$ cat src/rtl/multicycle_ctrl.sv
// Control FSM for the multi-cycle RV32I datapath: register enables, mux selects and the shared memory port.
// Optional build macro ILLEGAL_TRAP_EN: unknown opcodes enter a sticky TRAP state instead of retiring as NOPs.
module multicycle_ctrl #(
  parameter logic [2:0] RESET_STATE = 3'd0
) (
  input  logic       clk,
  input  logic       rst,
  input  logic [6:0] opcode,
  input  logic       branch_taken,
  input  logic       mem_ready,
  output logic       mem_req,
  output logic       mem_we,
  output logic       addr_sel,
  output logic       pc_en,
  output logic       ir_en,
  output logic       mdr_en,
  output logic       ab_en,
  output logic       aluout_en,
  output logic       rf_we,
  output logic [1:0] alu_a_sel,
  output logic [1:0] alu_b_sel,
  output logic       alu_op_add,
  output logic [1:0] pc_src,
  output logic [1:0] wb_sel,
  output logic       retire,
  output logic       illegal
);

  localparam logic [2:0] FETCH  = 3'd0;
  localparam logic [2:0] DECODE = 3'd1;
  localparam logic [2:0] EXEC   = 3'd2;
  localparam logic [2:0] MEM    = 3'd3;
  localparam logic [2:0] WB     = 3'd4;
  localparam logic [2:0] TRAP   = 3'd5;

  localparam logic [6:0] OP_R      = 7'b0110011;
  localparam logic [6:0] OP_I      = 7'b0010011;
  localparam logic [6:0] OP_LOAD   = 7'b0000011;
  localparam logic [6:0] OP_STORE  = 7'b0100011;
  localparam logic [6:0] OP_LUI    = 7'b0110111;
  localparam logic [6:0] OP_AUIPC  = 7'b0010111;
  localparam logic [6:0] OP_BRANCH = 7'b1100011;
  localparam logic [6:0] OP_JAL    = 7'b1101111;
  localparam logic [6:0] OP_JALR   = 7'b1100111;

  logic [2:0] state_r;
  logic [2:0] next_state_s;

  // State register
  always_ff @(posedge clk or posedge rst) begin
    if (rst) begin
      state_r <= RESET_STATE;
    end else begin
      state_r <= next_state_s;
    end
  end

`ifdef ILLEGAL_TRAP_EN
  logic illegal_r;

  // Sticky illegal-opcode flag, cleared only by reset
  always_ff @(posedge clk or posedge rst) begin
    if (rst) begin
      illegal_r <= 1'b0;
    end else if (next_state_s == TRAP) begin
      illegal_r <= 1'b1;
    end else begin
      illegal_r <= illegal_r;
    end
  end

  assign illegal = illegal_r;
`else
  assign illegal = 1'b0;
`endif

  // Next-state and output decode; everything is held at 0 while rst is high
  always_comb begin
    next_state_s = state_r;
    mem_req      = 1'b0;
    mem_we       = 1'b0;
    addr_sel     = 1'b0;
    pc_en        = 1'b0;
    ir_en        = 1'b0;
    mdr_en       = 1'b0;
    ab_en        = 1'b0;
    aluout_en    = 1'b0;
    rf_we        = 1'b0;
    alu_a_sel    = 2'd0;
    alu_b_sel    = 2'd0;
    alu_op_add   = 1'b0;
    pc_src       = 2'd0;
    wb_sel       = 2'd0;
    retire       = 1'b0;
    if (rst) begin
      next_state_s = RESET_STATE;
    end else begin
      case (state_r)
        FETCH: begin
          mem_req    = 1'b1;
          alu_b_sel  = 2'd2;
          alu_op_add = 1'b1;
          if (mem_ready) begin
            ir_en        = 1'b1;
            pc_en        = 1'b1;
            next_state_s = DECODE;
          end else begin
            next_state_s = FETCH;
          end
        end
        DECODE: begin
          ab_en        = 1'b1;
          aluout_en    = 1'b1;
          alu_a_sel    = 2'd3;
          alu_b_sel    = 2'd1;
          alu_op_add   = 1'b1;
          next_state_s = EXEC;
        end
        EXEC: begin
          case (opcode)
            OP_R: begin
              alu_a_sel    = 2'd1;
              aluout_en    = 1'b1;
              next_state_s = WB;
            end
            OP_I: begin
              alu_a_sel    = 2'd1;
              alu_b_sel    = 2'd1;
              aluout_en    = 1'b1;
              next_state_s = WB;
            end
            OP_LOAD, OP_STORE: begin
              alu_a_sel    = 2'd1;
              alu_b_sel    = 2'd1;
              alu_op_add   = 1'b1;
              aluout_en    = 1'b1;
              next_state_s = MEM;
            end
            OP_LUI: begin
              alu_a_sel    = 2'd2;
              alu_b_sel    = 2'd1;
              alu_op_add   = 1'b1;
              aluout_en    = 1'b1;
              next_state_s = WB;
            end
            OP_AUIPC: begin
              alu_a_sel    = 2'd3;
              alu_b_sel    = 2'd1;
              alu_op_add   = 1'b1;
              aluout_en    = 1'b1;
              next_state_s = WB;
            end
            OP_BRANCH: begin
              alu_a_sel    = 2'd1;
              pc_src       = 2'd1;
              pc_en        = branch_taken;
              retire       = 1'b1;
              next_state_s = FETCH;
            end
            OP_JAL: begin
              // PC and rd update on the same edge, so rd takes the already-advanced PC
              pc_src       = 2'd1;
              pc_en        = 1'b1;
              rf_we        = 1'b1;
              wb_sel       = 2'd2;
              retire       = 1'b1;
              next_state_s = FETCH;
            end
            OP_JALR: begin
              alu_a_sel    = 2'd1;
              alu_b_sel    = 2'd1;
              alu_op_add   = 1'b1;
              pc_src       = 2'd2;
              pc_en        = 1'b1;
              rf_we        = 1'b1;
              wb_sel       = 2'd2;
              retire       = 1'b1;
              next_state_s = FETCH;
            end
            default: begin
`ifdef ILLEGAL_TRAP_EN
              next_state_s = TRAP;
`else
              retire       = 1'b1;
              next_state_s = FETCH;
`endif
            end
          endcase
        end
        MEM: begin
          mem_req  = 1'b1;
          addr_sel = 1'b1;
          mem_we   = (opcode == OP_STORE);
          if (mem_ready) begin
            if (opcode == OP_LOAD) begin
              mdr_en       = 1'b1;
              next_state_s = WB;
            end else begin
              retire       = 1'b1;
              next_state_s = FETCH;
            end
          end else begin
            next_state_s = MEM;
          end
        end
        WB: begin
          rf_we        = 1'b1;
          wb_sel       = (opcode == OP_LOAD) ? 2'd1 : 2'd0;
          retire       = 1'b1;
          next_state_s = FETCH;
        end
`ifdef ILLEGAL_TRAP_EN
        TRAP: begin
          next_state_s = TRAP;
        end
`endif
        default: begin
          next_state_s = RESET_STATE;
        end
      endcase
    end
  end

endmodule

$ cat config.mk
export PLATFORM = sky130hd
export DESIGN_NAME = multicycle_ctrl
export DESIGN_NICKNAME = d
export VERILOG_FILES = /design/src/rtl/multicycle_ctrl.sv
export SDC_FILE = /design/constraint.sdc
export NUM_CORES = 1
export LEC_CHECK = 0
export ABC_AREA = 1
export CORE_MARGIN = 2
export CORE_UTILIZATION = 30
export CTS_CLUSTER_SIZE = 12
export DETAILED_ROUTE_END_ITERATION = 16
export PLACE_DENSITY = 0.72
export SYNTH_ARGS = -nofsm -noshare
export SYNTH_HDL_FRONTEND = slang
export SYNTH_SLANG_ARGS = --single-unit
$ cat constraint.sdc
create_clock -name clk -period 2.1 [get_ports clk]
set_clock_uncertainty 0.1 [all_clocks]
set_input_delay 0.63 -clock clk [delete_from_list [all_inputs] [get_ports clk]]
set_output_delay 0.63 -clock clk [all_outputs]
set_load 0.01 [all_outputs]
Word-level counts from Yosys, hierarchy flattened
Cells that the tools add are included.
Widths: inputs -> output; s select.
{"block": "op_classes", "eq_ne": 13, "mux": 51, "reduce_logical": 11}
{"operator": "$mux 1", "n": 29}
{"operator": "$eq 7x6->1 const B", "n": 3}
{"operator": "$eq 7x7->1 const B", "n": 3}
{"operator": "$reduce_or 6->1", "n": 3}
{"operator": "$eq 7x5->1 const B", "n": 2}
{"operator": "$mux 2", "n": 6}
{"operator": "$pmux 2 s2", "n": 3}
{"operator": "$pmux 2 s3", "n": 2}
{"operator": "$pmux 3 s4", "n": 1}
{"operator": "$pmux 1 s2", "n": 5}
{"operator": "$reduce_or 2->1", "n": 5}
{"operator": "$mux 3", "n": 3}
{"operator": "$eq 7x2->1 const B", "n": 1}
{"operator": "$eq 3x2->1 const B", "n": 2}
{"operator": "$pmux 3 s2", "n": 1}
{"operator": "$reduce_or 5->1", "n": 1}
{"operator": "$reduce_or 4->1", "n": 1}
{"operator": "$eq 3x1->1 const B", "n": 1}
{"operator": "$eq 3x3->1 const B", "n": 1}
{"operator": "$logic_not 3->1", "n": 1}
{"operator": "$pmux 1 s3", "n": 1}
{"block": "word_totals", "regBits": 3, "inputBits": 11, "output_inout_bits": 20}

Depth between registers and ports, before layout
Gate-level depths: netlist of the first run.
{"block": "depth", "depth_word": 5, "mapped_depth": 9, "mapped_depth_nobuf": 9}

Worst setup path after synthesis of the first run
Ideal clock, no wire load.
{"block": "synth_path", "kind": "input -> output", "startpoint": "input port opcode[1]", "endpoint": "output port mem_we", "t_arrival_ns": 1.405, "required_ns": 1.370, "setup_slack_ns": -0.035, "stages": 6, "cell_sequence": "nand2_1 > inv_1 > nand2_2 > nor2_2 > inv_2 > nor4_1"}
{"block": "synth_between", "elab_chain_cells": 3}
{"element": "start, declared", "line": "8", "rtl": "input logic [6:0] opcode,"}
{"element": "$eq 7x6->1", "line": "193", "rtl": "mem_we = (opcode == OP_STORE);"}
{"element": "$mux 1", "line": "98", "rtl": "case (state_r)"}
{"element": "$mux 1", "line": "95", "rtl": "if (rst) begin"}
{"element": "end, declared", "line": "12", "rtl": "output logic mem_we,"}
Every way passes these cells.

Worst setup path after layout of the first run
{"block": "layout_path", "startpoint": "input port opcode[0]", "endpoint": "output port alu_op_add"}
{"block": "layout_between", "elab_chain_cells": 5}
{"element": "$eq 7x6->1 (tied with other cells)", "line": "120", "rtl": "case (opcode)"}
{"element": "$reduce_or 5->1 (no line) (*)"}
{"element": "$mux 1 (*)", "line": "120"}
{"element": "$pmux 1 s2 (*)", "line": "98"}
{"element": "$mux 1 (*)", "line": "95"}
{"element": "end, declared", "line": "22", "rtl": "output logic alu_op_add,"}
Every way passes the cells marked *; elsewhere a longest branch is shown, timed or not.

==> summary.md, run 1 <==
| Metric | Value |
|---|---|
| Synth top area cells | dfrtp_1, nor2_1, nand3_1 |
| Diodes inserted | 0 |
| I/O pin cnt | 31 |
| Maximum vdd ir drop | about 0.35 mV |
| Largest register FFs | 3 |
| H-Tree Depth | 1 |
| # hold bufs at CTS | 0 |
| Via density | between 5 and 6 |
| Fill cell count | slightly below 100 |
| Number of cells on the worst reg-to-reg path | 6 |
| Largest area contributor in the netlist | dfrtp_1 |
| Die width | ~45 microns |
| Skew-Pair Late Insertion Delay | about 0.23 ns |
| Post-Place Worst Slack | -1.06 ns |
| Max Fanout on Critical Path | 4 |
| First-pass GRT wire length | around 3800 microns |
| Part of the power in registers | between 10% and 20% |
| Final net count | 177 |
| PortBufs | 29 |
| RSZ-0062 raised after global routing | yes |
| DRT antenna net count | 0 |
| Max Slew Vio Count | 0 |
| Leak Pwr | around 0.7 nW |
| Synth top area share | between 10% and 20% |
| Sw power | 0.000125 W |
| Finished Layout Cells | around 180 |
| First drt pass iteration count | 4 |
| CP Class | input port to output port |
| Die area | 2030 sq um |
| Largest registers | state_r x3 |
| Comb power frac | 53.8% |
| Wirelength per Cell | approximately 16 microns |
| Vias in the first global route | around 900 |
| TritonCTS clock tree | built |
| Clock power frac | 27.6% |
| Period utilization | 115% |
| Pint | roughly 0.00023 W |
| Residual DRC count | 0 |
| Pin count of the biggest net entering global routing | 7 |
| Layout cells sized above 1 | between 70% and 80% |
| Initial DRC Count | between 40 and 50 |
| Sequential cell area | ~78 sq um |
| Switching portion of total power | between 30% and 40% |
| Warnings from Yosys | 0 |
| Status | complete, but fails checks |
| Core ar. | between 1500 and 2000 sq um |
| Final worst slack | -0.305 ns |
| Pwr/cell area | approximately 270 nW/um^2 |
| Largest Register | state_r |
| Worst R2R Setup Slack | around 0.63 ns |
| Fin. Hold Viols | 0 |
| Min-Delay Path Class | input port to asynchronous set/reset pin |
| Yosys reg bits | 3 |
| Antenna violations before repair | 0 |
| Area grow syn2layout | 151% |
| Area of the multi-input gates | about 500 sq um |
| Startpoint Class | input port |
| Post-synthesis cell type count | 23 |
| GRT overflow | 0 |
| Clock Sinks | 3 |
| HPWL after DPL | between 1500 and 2000 microns |
| Avg Cell Area, Syn | approximately 5.5 sq um |
| Vias | 955 |
| Achievable Freq | slightly above 0.4 GHz |
| Hold slack | around 0.39 ns |
| Root buffer cell | clkbuf_4 |
| Initial Utilization | 32.9% |
| Max Cap Violations | 0 |
| TritonCTS Buffers | 3 |
| Final worst path period need | between 2 and 2.5 ns |
| Finish-stage setup viols | 15 |
| Cell area after synthesis | 507 sq um |
| Gpl congestion | between 0.8 and 0.9 |
| Total GRT Usage | 25.6% |
| Worst Path Arrival | 1.68 ns |
| Rows | 14 |
| Post-synthesis sequential area ratio | 14.8% |
| Clock Pin Slew Worst Setup and Hold Paths | roughly 0.040 ns |
| Post-synthesis net count | 103 |
| Detailed Route WL | 2950 microns |
| Mapped Cells | 92 |
| Worst setup EP type | output port |
| Placed insts | ~160 |
| Longest Clk Path Bufs | 2 |
| Failing checks | negative setup slack |
| Die Y | 45.1 microns |
| CP required | ~1.4 ns |
[worst max-delay path, cell delays in order]
cell	delay [ns]
buf_6	0.10
nand2_4	0.07
inv_2	0.06
nand2_4	0.11
nor2_1	0.07
nor2_2	0.21
nand3_1	0.12
nand3_1	0.11
inv_1	0.06
buf_2	0.13
[synth_stat cells]
master     n
a22oi_1    1
dfrtp_1    3
nor3_4     1
nor4_1     1
conb_1     1
inv_1     14
nand3_2    1
nand4_1    2
buf_4      1
nand2_2    5
o21ai_0    1
nor3_1     1
a21oi_2    2
o21ai_1    3
inv_2      7
nor2_2     1
nor2_1    15
a21oi_1    4
nand2_1   14
o22ai_1    1
nand3_1   11
nor2_4     1
o211ai_1   1
[stage by stage]
step | TNS (ns) | utilization, % | power [W] | area [sq um]
global placement | -16.92 | 65.6 | 0.000199 | 1010
floorplan | 0 | - | 0.000113 | 513
global route | -3.24 | 82.6 | 0.000376 | 1270
finish | -2.55 | 82.6 | 0.000350 | 1270
detailed placement | -17.58 | 65.6 | 0.000203 | 1010
CTS | -1.76 | 74.2 | 0.000318 | 1140
[logic make-up after synthesis]
family / count (synthesis) / share of synthesized area, %
buffers and inverters: 22 / 17.0
AND/OR/NAND/NOR: 53 / 51.9
other: 1 / 0.740
AO/OA/AOI/OAI: 13 / 15.6
flip-flops: 3 / 14.8
[power by group through the flow]
stage | clock network (W) | logic [W] | registers, W
after global placement | 0 | 0.000136 | 0.0000640
after global routing | 0.000113 | 0.000198 | 0.0000652
after CTS | 0.0000992 | 0.000156 | 0.0000633
final | 0.0000967 | 0.000188 | 0.0000649
after detailed placement | 0 | 0.000138 | 0.0000640
after floorplan | 0 | 0.0000499 | 0.0000633
[cell usage in the layout, fill, tap and decap left out, types with 2 or more instances in the layout]
cell type	n
inv_1	9
nand3_1	6
buf_2	17
nor2_2	8
nand4_1	2
clkbuf_4	3
a21oi_1	4
nor2_4	6
o21ai_1	2
nand3_2	3
dfrtp_2	2
buf_8	3
nor2_1	3
nor3_4	2
a21oi_2	2
nand2_1	8
o21ai_2	2
buf_6	11
buf_4	37
inv_2	10
nand2_4	4
nand2_2	7
nand3_4	3
[area by class of cell]
type	count	share of cell area, %
sequential	3	6.09
multi-input combinational	67	40.3
timing repair buffer	70	43.2
inverter	21	6.78
tap	16	1.57
clock buffer	4	2.06
[metal layers]
| metal | GRT usage, % | routed length (microns) |
|---|---|---|
| met1 | 31.4 | 1150 |
| met2 | 43.4 | 1490 |
| met3 | 4.00 | 200 |
| met4 | 12.4 | 108 |
| met5 | 0 | 0 |
[path summary, 6_finish.rpt]
kind	start	to
worst max register to register	state_r[2]	state_r[2]
worst min-delay path	rst	state_r[0]
worst max-delay path	opcode[0]	alu_op_add
max in group asynchronous	rst	state_r[1]
worst min register to register	state_r[1]	state_r[0]
min in group clk	state_r[1]	state_r[0]
[what timing repair did]
item / 4_1_cts / 5_1_grt
gates resized for setup: 150 / 29
cloned: 0 / 0
pin swaps: 24 / 14
setup buffers: 9 / 6
endpoints found under the setup margin: 19 / 19
No activity file was read; power rests on OpenSTA's default activity.
==> run 2, diff against run 1 <==
Settings changed: PLACE_DENSITY 0.72 to 0.71.
==> summary.md, run 2 (synthesis results as in run 1) <==
| Metric | Value |
|---|---|
| Final core utilization | 80.4% |
| Fin. Hold Viols | 0 |
| Achievable Freq | roughly 0.42 GHz |
| First drt pass iteration count | 4 |
| Min-Delay Path Class | input port to asynchronous set/reset pin |
| PortBufs | 29 |
| Root buffer cell | clkbuf_4 |
| Failing checks | negative setup slack |
| Total GRT Usage | 22.5% |
| Worst Path Arrival | between 1.5 and 2 ns |
| Critical Path Most Common Cell | buf_6 |
| TritonCTS Buffers | 3 |
| CP Class | input port to output port |
| Final worst path period need | between 2 and 2.5 ns |
| Commonest non-fill, non-tap cell in the layout | buf_4 |
| Critical Path Start | opcode[1] |
| CP delay by family, top | simple AND/OR/NAND/NOR gates |
| Startpoint Class | input port |
| Max Cap Violations | 0 |
| Max incr delay on CP | 0.28 ns |
| Diodes inserted | 0 |
| Final worst slack | -0.302 ns |
| Largest registers | state_r x3 |
| Via density | 5.08 |
| Status | complete, but fails checks |
| Hold slack | approximately 0.37 ns |
| Die area | slightly above 2000 sq um |
| Vias in the first global route | around 800 |
| Wirelength per Cell | roughly 15 microns |
| Post-Place Worst Slack | -1.05 ns |
| Residual DRC count | 0 |
| Maximum vdd ir drop | 0.545 mV |
| Pin count of the biggest net entering global routing | 7 |
| Pwr/cell area | 267 nW/um^2 |
| H-Tree Depth | 1 |
| Skew-Pair Late Insertion Delay | about 0.23 ns |
| Initial DRC Count | 13 |
| Cells along the critical path | buf_6 > nand2_4 > nor3_4 > buf_6 > nand2_4 > a21oi_4 > inv_2 > nand2_2 > buf_6 |
| Largest Register | state_r |
| CP required | roughly 1.4 ns |
| Core ar. | approximately 1500 sq um |
| Finish-stage setup viols | 14 |
| Clock Sinks | 3 |
| Fill cell count | 107 |
| CP Depth | 9 |
| Leak Pwr | about 0.7 nW |
| Slowest-stage cell, CP | nor3_4 |
| Max Fanout on Critical Path | 3 |
| Rows | 14 |
| Final net count | approximately 180 |
| RSZ-0062 raised after global routing | yes |
| Clock Pin Slew Worst Setup and Hold Paths | roughly 0.040 ns |
| Longest Clk Path Bufs | 2 |
| I/O pin cnt | 31 |
| First-pass GRT wire length | between 3000 and 4000 microns |
| Largest register FFs | 3 |
| Max Slew Vio Count | 0 |
| Period utilization | 114% |
| Area grow syn2layout | 144% |
| Initial Utilization | between 30 and 40% |
| Die Y | between 40 and 50 microns |
| HPWL after DPL | 1490 microns |
| Antenna violations before repair | 0 |
| Vias | 920 |
| Setup TNS | -2.93 ns |
| WP buf/inv | 4 |
| Reg-to-Reg Start | state_r[2] |
| Number of cells on the worst reg-to-reg path | 6 |
| GRT overflow | 0 |
| Worst setup EP type | output port |
| Gpl congestion | just under 0.9 |
| Detailed Route WL | around 2700 microns |
| Layout cells sized above 1 | 70.9% |
| DRT antenna net count | 0 |
| TritonCTS clock tree | built |
| Most frequent cells in the layout | buf_4, buf_2, inv_1, inv_2, nand2_1 |
| # hold bufs at CTS | 0 |
| Die width | between 40 and 50 microns |
==> run 2: cell counts in the layout (fill, tap and decap cells not counted) <==
Identical to the previous run, type by type.
==> run 2: per-layer routing <==
layer / up-vias / global-route usage, % / wire length, microns
met1: 445 / 29.1 / 1100
met4: 0 / 3.53 / 45
met2: 33 / 41.7 / 1450
li1: 438 / - / -
met3: 4 / 0.800 / 118
met5: - / 0 / 0
==> run 2: worst register-to-register path, stage by stage (launching register included) <==
cell     delay, ns
dfrtp_1       0.43
inv_1         0.15
nand3_2       0.13
nor2_4        0.19
nand3_4       0.09
buf_4         0.14
a21oi_1       0.15
==> run 2: power breakdown <==
part / switching [W] / internal (W)
registers: 0.00000343 / 0.0000606
logic: 0.0000857 / 0.0000837
clock network: 0.0000266 / 0.0000710
==> run 2: final timing paths <==
path	endpoint	slack, ns
worst max register to register	state_r[2]	0.64
min in group clk	state_r[2]	0.72
worst max-delay path	rf_we	-0.30
max in group asynchronous	state_r[1]	1.43
worst min register to register	state_r[1]	0.78
worst min-delay path	state_r[2]	0.37
==> run 2: cell type report <==
cell class,count,area [sq um],area share [%]
Clock buffer,4,26.3,2.12
Inverter,21,86.3,6.97
Multi-Input combinational cell,67,487,39.3
Sequential cell,3,76.3,6.16
Tap cell,16,20.0,1.62
Timing Repair Buffer,70,543,43.8
==> run 2: repair_timing <==
item                       in CTS  in global routing
buffers inserted               10                  5
gates resized for setup       144                 24
pin swaps                      21                 20
setup endpoints to repair      19                 17
==> run 2: through the flow <==
stage / power [W] / instance area (sq um) / instances
2_1_floorplan: 0.000113 / 513 / 92
3_3_place_gp: 0.000199 / 1010 / 162
3_5_place_dp: 0.000201 / 1010 / 162
4_1_cts: 0.000313 / 1130 / 176
5_1_grt: 0.000352 / 1240 / 181
6_report: 0.000331 / 1240 / 181
